===== src/rtl/io_pkg.sv =====
// Shared I/O definitions for the scheduler fetch path: default widths and the
// response word layout used by the responder and compute_scheduler.
package io_pkg;

    localparam int IO_DATA_WIDTH_DEF = 32;
    localparam int IO_ADDR_WIDTH_DEF = 16;

    // One response word: error flag above the read data.
    typedef struct packed {
        logic                         err;
        logic [IO_DATA_WIDTH_DEF-1:0] data;
    } io_rsp_t;

endpackage


===== src/rtl/io_rsp_fifo.sv =====
// Generic synchronous show-ahead FIFO. The head entry is visible on data_o
// whenever empty_o is low; pointers carry an extra wrap bit for full/empty.
module io_rsp_fifo
    import io_pkg::*;
#(
    parameter int WIDTH = $bits(io_rsp_t),
    parameter int DEPTH = 4
) (
    input  logic                     clk,
    input  logic                     rstn,
    input  logic                     push_i,
    input  logic [WIDTH-1:0]         data_i,
    input  logic                     pop_i,
    output logic [WIDTH-1:0]         data_o,
    output logic                     full_o,
    output logic                     empty_o,
    output logic [$clog2(DEPTH):0]   count_o
);

    localparam int AW = $clog2(DEPTH);

    logic [AW:0]      wr_q;
    logic [AW:0]      rd_q;
    logic [WIDTH-1:0] mem_q [DEPTH];

    assign empty_o = (wr_q == rd_q);
    assign full_o  = (wr_q[AW] != rd_q[AW]) && (wr_q[AW-1:0] == rd_q[AW-1:0]);
    assign count_o = wr_q - rd_q;
    assign data_o  = mem_q[rd_q[AW-1:0]];

    // Pointer update; pops on an empty FIFO are ignored.
    always_ff @(posedge clk) begin
        if (!rstn) begin
            wr_q <= '0;
            rd_q <= '0;
        end else begin
            if (push_i) wr_q <= wr_q + 1'b1;
            if (pop_i && !empty_o) rd_q <= rd_q + 1'b1;
        end
    end

    // Storage array; contents need no reset because the pointers gate them.
    always_ff @(posedge clk) begin
        if (push_i) mem_q[wr_q[AW-1:0]] <= data_i;
    end

    // Callers must never push into a full FIFO.
    a_no_overflow: assert property (@(posedge clk) disable iff (!rstn) !(push_i && full_o));

endmodule


===== src/rtl/io_req_responder.sv =====
// Responder for the scheduler's I/O fetch interface: issues accepted read
// requests to a fixed-latency memory port and returns the data in request
// order. A credit counter caps outstanding requests at the response FIFO
// depth so memory data arriving under back-pressure always has a slot.
module io_req_responder
    import io_pkg::*;
#(
    parameter int     IO_DATA_WIDTH  = IO_DATA_WIDTH_DEF,
    parameter int     IO_ADDR_WIDTH  = IO_ADDR_WIDTH_DEF,
    parameter int     MEM_LATENCY    = 2,
    parameter int     RSP_FIFO_DEPTH = 4,
    parameter longint ADDR_LIMIT     = 64'd1 << IO_ADDR_WIDTH
) (
    input  logic                     clk,
    input  logic                     rstn,
    input  logic                     req_valid,
    output logic                     req_ready,
    input  logic [IO_ADDR_WIDTH-1:0] req_addr,
    output logic                     rsp_valid,
    input  logic                     rsp_ready,
    output logic [IO_DATA_WIDTH-1:0] rsp_data,
    output logic                     rsp_err,
    output logic                     mem_rd_en,
    output logic [IO_ADDR_WIDTH-1:0] mem_addr,
    input  logic [IO_DATA_WIDTH-1:0] mem_rd_data
);

    localparam int CW = $clog2(RSP_FIFO_DEPTH) + 1;

    logic [CW-1:0]          outstanding_q;
    logic [CW-1:0]          outstanding_d;
    logic [MEM_LATENCY-1:0] vld_q;
    logic [MEM_LATENCY-1:0] err_q;

    logic                   accept;
    logic                   addr_err;
    logic                   push;
    logic                   pop;
    logic                   last_err;
    logic [IO_DATA_WIDTH-1:0] push_word;
    logic [IO_DATA_WIDTH:0] push_data;
    logic [IO_DATA_WIDTH:0] head_data;
    logic                   fifo_full;
    logic                   fifo_empty;
    logic [CW-1:0]          fifo_count;

    // Request side: credits come only from registered state.
    assign req_ready = rstn && (outstanding_q < CW'(RSP_FIFO_DEPTH));
    assign accept    = req_valid && req_ready;
    assign addr_err  = (64'(req_addr) >= 64'(ADDR_LIMIT));
    assign mem_rd_en = accept && !addr_err;
    assign mem_addr  = mem_rd_en ? req_addr : '0;

    // Last tracking stage lines up with the memory's read data.
    assign push      = vld_q[MEM_LATENCY-1];
    assign last_err  = err_q[MEM_LATENCY-1];
    assign push_word = last_err ? '0 : mem_rd_data;
    assign push_data = {last_err, push_word};

    // Response side: everything is forced quiet while reset is held.
    assign rsp_valid = rstn && !fifo_empty;
    assign pop       = rsp_valid && rsp_ready;
    assign rsp_err   = rsp_valid && head_data[IO_DATA_WIDTH];
    assign rsp_data  = rsp_valid ? head_data[IO_DATA_WIDTH-1:0] : '0;

    // Credit count: accept takes a credit, pop returns one.
    always_comb begin
        outstanding_d = outstanding_q;
        case ({accept, pop})
            2'b10:   outstanding_d = outstanding_q + 1'b1;
            2'b01:   outstanding_d = outstanding_q - 1'b1;
            default: outstanding_d = outstanding_q;
        endcase
    end

    // Control state: credit counter and tracking-pipeline valids.
    always_ff @(posedge clk) begin
        if (!rstn) begin
            outstanding_q <= '0;
            vld_q         <= '0;
        end else begin
            outstanding_q <= outstanding_d;
            vld_q[0]      <= accept;
            for (int i = 1; i < MEM_LATENCY; i++) vld_q[i] <= vld_q[i-1];
        end
    end

    // Error flags ride alongside the valids; qualified by vld_q, so no reset.
    always_ff @(posedge clk) begin
        err_q[0] <= addr_err;
        for (int i = 1; i < MEM_LATENCY; i++) err_q[i] <= err_q[i-1];
    end

    io_rsp_fifo #(
        .WIDTH (IO_DATA_WIDTH + 1),
        .DEPTH (RSP_FIFO_DEPTH)
    ) u_rsp_fifo (
        .clk     (clk),
        .rstn    (rstn),
        .push_i  (push),
        .data_i  (push_data),
        .pop_i   (pop),
        .data_o  (head_data),
        .full_o  (fifo_full),
        .empty_o (fifo_empty),
        .count_o (fifo_count)
    );

    // Credits always cover everything queued, so the FIFO can never overflow.
    a_credit_covers_fifo: assert property (@(posedge clk) disable iff (!rstn)
        (outstanding_q >= fifo_count) && !(push && fifo_full));

endmodule


===== config.mk =====
export PLATFORM = sky130hd
export DESIGN_NAME = io_req_responder
export DESIGN_NICKNAME = d
export VERILOG_FILES = /design/src/rtl/io_pkg.sv /design/src/rtl/io_rsp_fifo.sv /design/src/rtl/io_req_responder.sv
export SDC_FILE = /design/constraint.sdc
export NUM_CORES = 1
export LEC_CHECK = 0
export CAP_MARGIN = 5
export CORE_ASPECT_RATIO = 1.75
export CORE_MARGIN = 4
export CORE_UTILIZATION = 52
export DETAILED_ROUTE_END_ITERATION = 8
export PLACE_DENSITY_LB_ADDON = 0.2
export REMOVE_ABC_BUFFERS = 1
export SLEW_MARGIN = 40
export SYNTH_ARGS = -nofsm -noshare
export SYNTH_HDL_FRONTEND = slang
export SYNTH_SLANG_ARGS = --single-unit
export TNS_END_PERCENT = 50

===== constraint.sdc =====
create_clock -name clk -period 2.8 [get_ports clk]
set_clock_uncertainty 0.1 [all_clocks]
set_input_delay 0.42 -clock clk [delete_from_list [all_inputs] [get_ports clk]]
set_output_delay 0.42 -clock clk [all_outputs]
set_load 0.02 [all_outputs]

**Yosys cells after proc, flatten, opt, wreduce, memory -nomap -nowiden**

Memory sizes are Yosys's and may differ from the RTL's. A register that Yosys moved wholly into a read port is not among the register bits.
Index checks and enable logic that the tools add are counted.

- Bits in registers: 11
- Logic and storage cells: 28
- Memory bits (read-only): 0
- RAM bits: 128
- Bits of input ports: 52
- Latch bits: 0
- Memories: 1

- Equality and inequality tests: 3
- Bitwise gates (word level): 0
- Add/subtract/negate cells: 4
- Reductions and logical operators: 8
- Order comparisons: 1
- Div/mod/pow operators: 0
- Multiply operators: 0
- Shift operators: 0
- Muxes and demuxes: 7

Memory list:

| memory | words | width | rd ports | clocked after Yosys merged registers in | wr ports | line | text |
|---|---|---|---|---|---|---|---|
| u_rsp_fifo.mem_q | 4 | 32 | 1 | 1 | 1 | io_rsp_fifo.sv:24 | `logic [WIDTH-1:0] mem_q [DEPTH];` |

Operators by type and width:

| operator | number |
|---|---|
| 32-bit 2-to-1 mux | 1 |
| 16-bit 2-to-1 mux | 1 |
| 3-bit by 1-bit adder with 3-bit output, second input constant | 3 |
| 3-bit case mux with 2 select lines | 1 |
| 1-bit logical AND | 5 |
| 2-bit 2-to-1 mux | 2 |
| 3-bit equality test | 1 |
| 3-bit < comparator, second input constant | 1 |
| 3-bit by 1-bit subtractor with 3-bit output, second input constant | 1 |
| 2-bit by 1-bit equality test with 1-bit output, second input constant | 1 |
| 2-bit equality test, second input constant | 1 |
| 1-bit 2-to-1 mux | 2 |
| 2-bit nonzero test | 1 |
| 1-bit logical AND, second input constant | 1 |
| 1-bit logical NOT | 1 |

**Depth between registers and ports, before layout**

Gate-level depths: netlist of the first run.

- Word-level depth: 7
- Mapped depth: 10
- Mapped depth without buffers: 9

**By module**

A second synthesis of the first run with hierarchy kept.

- Cells, all modules: 311
- Area, all modules: 5,935.7 sq um

By module, submodules not included:

| module | cells an instance | times used | sequential area each (sq um) | area each (sq um) |
|---|---|---|---|---|
| io_rsp_fifo | 229 | 1 | 4,124.0 | 5,337.6 |
| io_req_responder | 82 | 1 | 100.1 | 598.1 |

**Worst setup path before layout of the first run**

No wires, ideal clock.

- Kind: register to register
- Start point: register u_rsp_fifo.wr_q[1]
- End point: register outstanding_q[2]
- Period minus slack after synthesis: 2.367 ns
- Data arrival time: 2.197 ns
- Buffers on the path: 1
- Setup slack: 0.433 ns
- Stages on the path, launching flop included: 11
- Cell sequence: dfxtp_1 clkbuf_2 xnor2_1 a31oi_2 and2_1 ha_1 inv_1 fa_1 xor2_1 or3_1 a21oi_1

- Longest elaborated chain between the ends: 6

RTL lines:

| what | line | text |
|---|---|---|
| from (decl) | io_rsp_fifo.sv:22 | `logic [AW:0] wr_q;` |
| from (signal assigned) | io_rsp_fifo.sv:37 | `if (push_i) wr_q <= wr_q + 1'b1;` |
| 3-bit equality test * | io_rsp_fifo.sv:26 | `assign empty_o = (wr_q == rd_q);` |
| 1-bit logical NOT * | io_req_responder.sv:61 | `assign rsp_valid = rstn && !fifo_empty;` |
| 1-bit logical AND * | io_req_responder.sv:61 |  |
| 1-bit logical AND * | io_req_responder.sv:62 | `assign pop = rsp_valid && rsp_ready;` |
| 2-bit by 1-bit equality test with 1-bit output / 2-bit equality test (equally long branches) | io_req_responder.sv:69 | `case ({accept, pop})` |
| 3-bit case mux with 2 select lines / 2-bit nonzero test (equally long branches) | n/a |  |
| to (signal assigned) | io_req_responder.sv:82 | `outstanding_q <= outstanding_d;` |
| to (decl) | io_req_responder.sv:30 | `logic [CW-1:0] outstanding_q;` |

Every way passes the cells marked *; elsewhere a longest branch is shown, timed or not.
A chain may end at the register's enable or synchronous reset.

==> results of run 1 <==
area by class of cell:
class,count,share of cell area
timing repair buffer,119,0.164
clock buffer,17,0.0556
multi-input combinational,138,0.193
inverter,8,0.00393
tap,130,0.0213
sequential,141,0.537
clock inverter,15,0.0255
power by group through the flow:
stage               combinational [W]  clock, W  sequential, W
floorplan                    0.000587         0        0.00251
global placement              0.00117         0        0.00242
detailed placement            0.00119         0        0.00242
CTS                           0.00120   0.00234        0.00238
global route                  0.00126   0.00245        0.00239
finish                        0.00116   0.00231        0.00238
layer usage:
metal	GRT usage	wire length, um	up-vias
li1	-	-	1431
met1	0.201	3910	1536
met2	0.333	6090	105
met3	0.0536	599	9
met4	0.0624	106	0
met5	0	0	-
metrics by stage:
step	setup TNS [ps]	util	setup WS, ps	std cells
4_1_cts	0	0.710	2.34	568
3_3_place_gp	0	0.650	87.4	536
3_5_place_dp	0	0.650	12.7	536
2_1_floorplan	-1070	-	-94.3	287
6_report	0	0.715	73.0	568
5_1_grt	0	0.715	0.323	568
registers in the layout, indices dropped and copies added (netlist names), named ones only:
name and count:
outstanding_q 3, u_rsp_fifo.rd_q 3, vld_q 2, u_rsp_fifo.wr_q 3
u_rsp_fifo.mem_q 128
worst reg2reg max path, cell delays in order, from the launching register on:
cell	delay, ps
dfxtp_2	350
xnor2_1	200
a31oi_4	260
and2_1	160
ha_1	160
inv_1	60
fa_1	370
xor2_1	180
or3_1	300
a21oi_1	140
what timing repair did:
action	in CTS	in global routing
pin swaps	0	0
resized for setup	3	22
buffers inserted	0	0
endpoints found under the setup margin	30	30
worst paths after layout:
check                           from               end  slack (ps)  depth (start not counted)
setup / recovery                flop      rsp_data[10]          70                          4
hold / removal              vld_q[0]          vld_q[1]         340                          1
setup reg to reg  u_rsp_fifo.rd_q[1]  outstanding_q[2]         450                          9
hold reg to reg             vld_q[0]          vld_q[1]         340                          1
cells in the mapped netlist:
library cell	n	share of area
nor2_1	7	0.0046
dfxtp_1	13	0.046
nand3_1	1	0.00088
clkbuf_1	4	0.0027
conb_1	1	0.00066
edfxtp_1	128	0.68
nand4b_1	1	0.0015
nor2b_1	1	0.0011
nand4_1	1	0.0011
ha_1	6	0.013
or3_1	3	0.0033
a21oi_1	5	0.0044
fa_1	1	0.0035
mux2i_1	1	0.0018
nor4_1	2	0.0022
xnor2_1	5	0.0077
mux4_2	32	0.13
a41oi_1	1	0.0015
a31oi_2	1	0.0022
buf_4	4	0.0053
xor2_1	5	0.0077
nand3b_1	1	0.0013
or4_1	1	0.0013
inv_1	8	0.0053
buf_1	2	0.0013
o21ai_0	2	0.0018
nand2_1	2	0.0013
o22ai_1	1	0.0011
buf_2	3	0.0027
clkbuf_2	3	0.0027
o211ai_1	1	0.0013
and2_1	40	0.044
and3_1	16	0.018
cells by family after synthesis:
group,Yosys count,share of synthesized area
flip-flops,141,0.725
AND/OR/NAND/NOR,76,0.0807
multiplexers,33,0.129
buffers and inverters,24,0.0199
AO/OA/AOI/OAI,11,0.0124
XOR/XNOR,10,0.0155
adder cells (fa/ha/maj),7,0.0168
other,1,0.000662
==> metrics.md, run 1 <==
| Metric | Value |
|---|---|
| Hold Crit Class | `flop to flop` |
| Worst path slowest cell | `mux4_2` |
| Overall power | `~0.0058 W` |
| Deepest clock path buffer count | `2` |
| Pin count of the biggest net entering global routing | `33` |
| CP arrival | `approximately 2200 ps` |
| Net Sw Frac | `0.235` |
| Synth warn | `0` |
| CTS tree | `done` |
| Area Overhead vs Synth | `35.1%` |
| Htree depth | `4` |
| Multi-input gate area | `1470 um2` |
| RSZ-0062 raised after global routing | `false` |
| Routed length per placed instance | `~19 um` |
| Most common cell after layout, fill and taps aside | `edfxtp_1` |
| Mean post-synth cell area | `around 19 um2` |
| Iter 0 DRT Violations | `around 240` |
| Outcome | `finished, final reports clean` |
| P_sw | `around 0.0014 W` |
| CTS buffer count | `17` |
| Commonest cells after routing, fill and taps aside | `128 x edfxtp_1, 82 x clkdlybuf4s50_1, 36 x and2_1, 32 x mux4_2, 20 x dlymetal6s2s_1` |
| Die width | `between 80 and 90 um` |
| Placer congestion estimate | `slightly below 0.8` |
| Total core area | `between 10,000 and 15,000 um2` |
| N_diodes | `0` |
| Design area | `~7600 um2` |
| Flop pwr share | `0.407` |
| CP Cell Sequence | `buf_6 -> mux4_2 -> and2_1 -> clkdlybuf4s50_1` |
| Detailed placement HPWL | `~7000 um` |
| Syn Inst Count | `around 300` |
| Clock Pin Slew Worst Setup and Hold Paths | `60 ps` |
| Via Count | `around 3,100` |
| Power share of the clock group | `0.394` |
| Post-Route WL | `10,700 um` |
| Slew Viols, Final | `0` |
| Post-DRT Antenna Nets | `0` |
| Min cycle time layout | `around 2700 ps` |
| First-pass iteration count of the detailed router | `4` |
| Hold buffer count at CTS | `0` |
| Total global routing overflow | `0` |
| Pint | `around 0.0045 W` |
| Clock Latency Late Sink | `approximately 400 ps` |
| Slowest Stage Delay on Critical Path | `540 ps` |
| Clk root buf | `clkbuf_16` |
| Die ar. | `approximately 13,000 um2` |
| Final nets | `484` |
| Synth Register Bits | `~140` |
| Combinational power share | `0.198` |
| WP buf/inv | `2` |
| Share of cells above drive strength 1 | `0.210` |
| Placed cell areas | `between 6000 and 7000 um2` |
| Vias in the first global route | `about 3,400` |
| CP Class | `flop to output port` |
| Sequential fraction of the synthesis area | `0.725` |
| CP startpoint kind | `flop` |
| Port bufs | `between 100 and 150` |
| Final period util | `0.974` |
| Max_cap viols | `0` |
| Fin. Hold Viols | `0` |
| Maximum fanout along the worst path | `10` |
| Crit. End Element | `output port` |
| Max Clk Rate | `about 370 MHz` |
| Routed vias/inst | `about 5.4` |
| CTS sink cnt | `between 100 and 150` |
| # fillers | `around 690` |
| Initial Utilization | `0.529` |
| Max VDD drop | `a little over 0.5 mV` |
| Power density cells | `765 nW/um2` |
| WHS | `around 340 ps` |
| Leakage | `just under 3 nW` |
| CP Data Required Time | `between 2000 and 2500 ps` |
| Crit-path leading delay family | `buffers and inverters` |
| GRT Total Usage | `0.185` |
| Cell Area, Synth | `about 5700 um2` |
| First-pass GRT wire length | `~18,000 um` |
| Die H | `roughly 150 um` |
| Register area | `4110 um2` |
| Initial antenna violation count | `0` |
| Post-route DRC | `0` |
| Final-report setup violation count | `0` |
| Synth cell types | `33` |
| # IOs | `roughly 100` |
| Rows | `50` |
Power figures use the tool's default switching activity.
==> run 2: changes to the inputs <==
--- a/config.mk
+++ b/config.mk
@@ -6,9 +6,11 @@
 export NUM_CORES = 1
 export LEC_CHECK = 0
 export CAP_MARGIN = 5
+export CELL_PAD_IN_SITES_DETAIL_PLACEMENT = 1
+export CELL_PAD_IN_SITES_GLOBAL_PLACEMENT = 1
 export CORE_ASPECT_RATIO = 1.75
 export CORE_MARGIN = 4
-export CORE_UTILIZATION = 52
+export CORE_UTILIZATION = 44
 export DETAILED_ROUTE_END_ITERATION = 8
 export PLACE_DENSITY_LB_ADDON = 0.2
 export REMOVE_ABC_BUFFERS = 1
==> run 2 against run 1 <==
  * Power barely moved
  * Flip-flop and latch count did not move
  * Register-to-register slack improved by 30 ps
  * Core utilization fell by 11 points
  * Final cell count rose by 6.5%
  * Non-clock buffer count did not move
  * Clock-buffer cell count did not move
  * Maximum frequency rose by 0.69%
  * Combinational power barely moved
  * Sequential power barely moved
  * Hold slack got worse by 8.1 ps
  * Largest power group unchanged
==> metrics.md, run 2 (synthesis results as in run 1) <==
| Metric | Value |
|---|---|
| Combinational power share | `0.193 (was 0.198)` |
| Commonest cells after routing, fill and taps aside | `128 x edfxtp_1, 73 x clkdlybuf4s50_1, 36 x and2_1, 32 x mux4_2, 23 x dlygate4sd2_1 (was 128 x edfxtp_1, 82 x clkdlybuf4s50_1, 36 x and2_1, 32 x mux4_2, 20 x dlymetal6s2s_1)` |
| Htree depth | `4 (unchanged)` |
| Share of cells above drive strength 1 | `0.211 (was 0.210)` |
| Vias in the first global route | `3,588 (was 3,425)` |
| GRT Total Usage | `0.180 (was 0.185)` |
| Power density cells | `766 nW/um2 (was 765 nW/um2)` |
| Final nets | `484 (unchanged)` |
| Min cycle time layout | `2710 ps (was 2730 ps)` |
| Routed length per placed instance | `20.8 um (was 18.8 um)` |
| Outcome | `finished, final reports clean (unchanged)` |
| Total core area | `12,600 um2 (was 10,700 um2)` |
| Net Sw Frac | `0.242 (was 0.235)` |
| Die H | `158 um (was 146 um)` |
| Iter 0 DRT Violations | `180 (was 244)` |
| CTS sink cnt | `141 (unchanged)` |
| RSZ-0062 raised after global routing | `true (was false)` |
| Register area | `4110 um2 (unchanged)` |
| CTS buffer count | `17 (unchanged)` |
| Final Worst Setup Slack | `91.6 ps (was 73.0 ps)` |
| Max reg flops | `128 (unchanged)` |
| Post-Route WL | `12,600 um (was 10,700 um)` |
| First-pass iteration count of the detailed router | `5 (was 4)` |
| CP startpoint kind | `flop (unchanged)` |
| Hold path startpoint | `vld_q[0] (unchanged)` |
| Crit. End Element | `output port (unchanged)` |
| Internal reg-to-reg setup slack | `480 ps (was 450 ps)` |
| Post-CTS Setup Repair Bufs | `0 (unchanged)` |
| Hold buffer count at CTS | `0 (unchanged)` |
| P_sw | `0.00141 W (was 0.00138 W)` |
| Placer congestion estimate | `0.794 (was 0.770)` |
| Pre-CTS setup slack | `42.2 ps (was 12.7 ps)` |
| Pin count of the biggest net entering global routing | `34 (was 33)` |
| Deepest clock path buffer count | `2 (unchanged)` |
| Port bufs | `102 (unchanged)` |
| Die width | `93.7 um (was 86.9 um)` |
| Flop pwr share | `0.408 (was 0.407)` |
| First-pass GRT wire length | `19,400 um (was 17,500 um)` |
| Rows | `54 (was 50)` |
| Slew margin rel. | `0.616` |
| Maximum fanout along the worst path | `20 (was 10)` |
| R2R cell count | `9 (unchanged)` |
| Max_cap viols | `0 (unchanged)` |
| CTS tree | `done (unchanged)` |
| Post-DRT Antenna Nets | `0 (unchanged)` |
| # fillers | `1,176 (was 687)` |
| Initial Utilization | `0.450 (was 0.529)` |
| Final-report setup violation count | `0 (unchanged)` |
| Pint | `0.00443 W (was 0.00447 W)` |
| Slew Viols, Final | `0 (unchanged)` |
| N_diodes | `0 (unchanged)` |
| Worst flop-to-flop path startpoint | `u_rsp_fifo.rd_q[2] (was u_rsp_fifo.rd_q[1])` |
| Hold Crit Class | `flop to flop (unchanged)` |
| Power share of the clock group | `0.399 (was 0.394)` |
| Routed vias/inst | `5.22 (was 5.42)` |
| Clock Pin Slew Worst Setup and Hold Paths | `60 ps (about the same)` |
| Max VDD drop | `0.468 mV (was 0.519 mV)` |
| Final period util | `0.967 (was 0.974)` |
| WHS | `336 ps (was 344 ps)` |
| Post-CTS sizing | `27 (was 3)` |
| CP Class | `flop to output port (unchanged)` |
| Hold EP | `vld_q[1] (unchanged)` |
| Max Clk Rate | `369 MHz (was 367 MHz)` |
| Clock Latency Late Sink | `400 ps (about the same)` |
| # IOs | `104 (unchanged)` |
| Detailed placement HPWL | `8190 um (was 6980 um)` |
| CP Data Required Time | `2280 ps (about the same)` |
| Initial antenna violation count | `0 (unchanged)` |
| Slowest Stage Delay on Critical Path | `530 ps (was 540 ps)` |
| Worst path slowest cell | `clkdlybuf4s50_1 (was mux4_2)` |
| Most common cell after layout, fill and taps aside | `edfxtp_1 (unchanged)` |
| CP arrival | `2190 ps (was 2210 ps)` |
| Die ar. | `14,800 um2 (was 12,700 um2)` |
| Total global routing overflow | `0 (unchanged)` |
| Reg2Reg Capture Point | `outstanding_q[2] (unchanged)` |
| Post-route DRC | `0 (unchanged)` |
| Multi-input gate area | `1480 um2 (was 1470 um2)` |
| Clk root buf | `clkbuf_16 (unchanged)` |
| Tightest Pin Transition | `576 ps` |
| Area Overhead vs Synth | `34.9% (was 35.1%)` |
| Via Count | `3,160 (was 3,081)` |
| Worst hold stages | `1 (unchanged)` |
| Fin. Hold Viols | `0 (unchanged)` |
| CP Cell Sequence | `buf_12 -> mux4_2 -> and2_1 -> clkdlybuf4s50_1 (was buf_6 -> mux4_2 -> and2_1 -> clkdlybuf4s50_1)` |
| Leakage | `2.80 nW (was 2.93 nW)` |
## run 2: cell types whose count changed in the layout (fill, tap and decap cells not counted), sizes merged
cell | before | now
dlymetal6s2s | 20 | 6
clkinvlp | 5 | 2
dlygate4sd2 | 0 | 23
clkinv | 4 | 7
clkdlybuf4s50 | 82 | 73
inv | 10 | 9
## run 2: area by class of cell
type,instances,share of cell area
clock buffer,17,0.0557
timing repair buffer,119,0.156
sequential,141,0.538
clock inverter,14,0.0254
multi-input combinational,138,0.194
tap,168,0.0275
inverter,8,0.00393
## run 2: worst max-delay path by stage
stage	startpoint	endpoint	slack [ps]	depth (start not counted)
floorplan	u_rsp_fifo.wr_q[0]	outstanding_q[2]	-90	9
detailed placement	rstn	rsp_data[15]	40	6
CTS	u_rsp_fifo.rd_q[1]	rsp_data[12]	0.3	5
finish	flop	rsp_data[22]	90	4
global route	flop	rsp_data[1]	-10	4
global placement	rstn	rsp_data[15]	90	6
## run 2: critical path: cells and delay by family (launching register included)
kind	cells	cell delay (ps)
buffers and inverters	2	740
DFF	1	360
and+or+nand+nor	1	160
muxes	1	510
## run 2: power by group through the flow
stage	clock (W)	combinational [W]	sequential, W
detailed placement	0	0.00119	0.00242
CTS	0.00238	0.00117	0.00239
global route	0.00249	0.00122	0.00239
finish	0.00233	0.00113	0.00239
floorplan	0	0.000587	0.00251
global placement	0	0.00118	0.00242
## run 2: through the flow
stage / instances / setup TNS (ps) / area, um2 / util / power (W)
final: 605 / 0 / 7640 / 0.608 / 0.00585
after global routing: 605 / -12.2 / 7640 / 0.608 / 0.00610
after CTS: 605 / 0 / 7610 / 0.606 / 0.00593
after detailed placement: 574 / 0 / 7000 / 0.557 / 0.00362
after global placement: 574 / 0 / 7000 / 0.557 / 0.00360
after floorplan: 287 / -1070 / 5580 / - / 0.00310
## run 2: routing by layer
metal / GRT usage / part of all wire / vias to the layer above
li1: - / - / 1433
met1: 0.191 / 0.35 / 1607
met2: 0.340 / 0.58 / 108
met3: 0.0461 / 0.053 / 12
met4: 0.0627 / 0.013 / 0
met5: 0 / 0 / -
==> patch: new RTL, config.mk and constraints of run 2 <==
Change the parameter `RSP_FIFO_DEPTH` from 4 to 8.
--- a/src/rtl/io_req_responder.sv
+++ b/src/rtl/io_req_responder.sv
@@ -8,7 +8,7 @@
     parameter int     IO_DATA_WIDTH  = IO_DATA_WIDTH_DEF,
     parameter int     IO_ADDR_WIDTH  = IO_ADDR_WIDTH_DEF,
     parameter int     MEM_LATENCY    = 2,
-    parameter int     RSP_FIFO_DEPTH = 4,
+    parameter int     RSP_FIFO_DEPTH = 8,
     parameter longint ADDR_LIMIT     = 64'd1 << IO_ADDR_WIDTH
 ) (
     input  logic                     clk,
Check against the original RTL: not equivalent (Yosys sat finds a counterexample within 10 cycles, from zero or initial values and one cycle with rstn low).
==> patch against run 2 <==
Sequential cell count rose by 132. Global-route usage is 0.68 points lower. Synthesized area grew 88%. Worst setup slack got worse by 77 ps. Wire length rose by 83%. Sequential share of layout area up 6.4 points. Core utilization is 4.8 points lower. Design area rose by 75%. Via count is 68% higher. Die area is 81% higher. Clock power is 51% higher. Power is 51% higher. Register-to-register slack worse by 30 ps. Largest power group unchanged. Highest routed layer unchanged.
==> patch: results (changes against run 2) <==
Run status
  – Status: completed

Placed design
  – Pre-CTS setup slack: -30.3 ps (-72.5 ps)
  – Placed cells: 928 (+62%)
  – GP Congestion: 0.795 (+0.21%)
  – Detailed placement HPWL: 13,900 um (+69%)
  – Cell Area, Placed: 12,300 um^2 (+75%)

Global route
  – Routing usage on met2: 32.5% (-1.5 points)
  – Total Routing Usage GR: 17.3% (-0.68 points)
  – Met1 Usage GRT: 20.7% (+1.6 points)
  – Met3 GRT Util: 2.87% (-1.7 points)

Timing
  – Tightest Pin Transition: 577 ps (+0.859 ps)

Synth
  – Post-synth top cells: edfxtp_1 (256), mux4_2 (64), nor2_1 (46)
  – Synth cell types: 31 (-6.1%)
  – Post-synthesis cell count: 523 (+73%)
  – Post-synthesis sequential area ratio: 75.6% (+3.1 points)

Drt
  – Met2 Wirelength: 12,700 um (+74%)
  – 1st-iter DRT viols: 332 (+84%)
  – Met1 wire length: 8850 um (+99%)
  – Vias after detailed routing: 5,308 (+68%)
  – Routed wire length: 23,100 um (+83%)
  – Metal3 WL: 1010 um (+52%)

Pwr
  – Leakage power total: 4.34 nW (+55%)

Clocking
  – Num CTS Buffers: 25 (+8)
  – Clk_lat worst skew: 510 ps (+110 ps)

Worst setup path
  – Worst-path cell with the longest stage delay: mux4_2
  – Max FO, Critical Path: 13 (-35%)
  – Worst path arrival time: 2270 ps (+80 ps)

Finish
  – Share of layout cells above drive strength 1: 28.0% (+6.9 points)
  – # fillers: 2,141 (+82%)
  – Largest register FFs: 256 (+100%)
  – Final nets: 725 (+50%)
## patch: cell count changes after synthesis, sizes merged, moves of 2 or more
cell    delta
mux2i     +34
and2      -36
nor4       -2
inv        -2
dfxtp      +4
nand2      +5
nor2      +39
o21ai      +3
edfxtp   +128
nand2b     +3
buf        +6
clkbuf     +6
mux4      +32
nor3       +2
## patch: path summary, 6_finish.rpt
kind | start | endpoint | slack [ps] | cells past startpoint
worst max register to register | u_rsp_fifo.wr_q[2] | outstanding_q[2] | 450 | 10
worst max-delay path | register | rsp_data[14] | 10 | 7
worst min-delay path | vld_q[0] | vld_q[1] | 360 | 1
worst min register to register | vld_q[0] | vld_q[1] | 360 | 1
## patch: repair_timing
item | 4_1_cts | 5_1_grt
resized for setup | 97 | 33
hold buffers | 0 | 0
setup buffers | 15 | 4
cloned | 2 | 2
endpoints found under the setup margin | 33 | 25
## patch: area by class of cell
cell class,instances,area [um^2],area share [%]
clock buffers,26,629,4.72
clock inverters,19,224,1.68
inverters,6,22.5,0.169
multi-input cells,216,2540,19.1
flip-flops and latches,273,8040,60.2
well taps,308,385,2.89
repair buffers,146,1500,11.2
## patch: cell families after synthesis
kind of cell | Yosys count | synth area share (%)
flops | 273 | 75.6
mux | 99 | 16.9
simple gates | 88 | 3.96
buf+inv | 34 | 1.43
compound gates | 13 | 0.683
xor+xnor | 10 | 0.825
fa+ha+maj | 5 | 0.589
other cells | 1 | 0.0353
## patch: power groups by stage
stage / logic (W) / clock network [W] / registers [W]
floorplan: 0.000355 / 0 / 0.00465
global placement: 0.000716 / 0 / 0.00460
detailed placement: 0.000735 / 0 / 0.00460
CTS: 0.000811 / 0.00361 / 0.00452
global route: 0.000892 / 0.00381 / 0.00451
finish: 0.000824 / 0.00352 / 0.00451
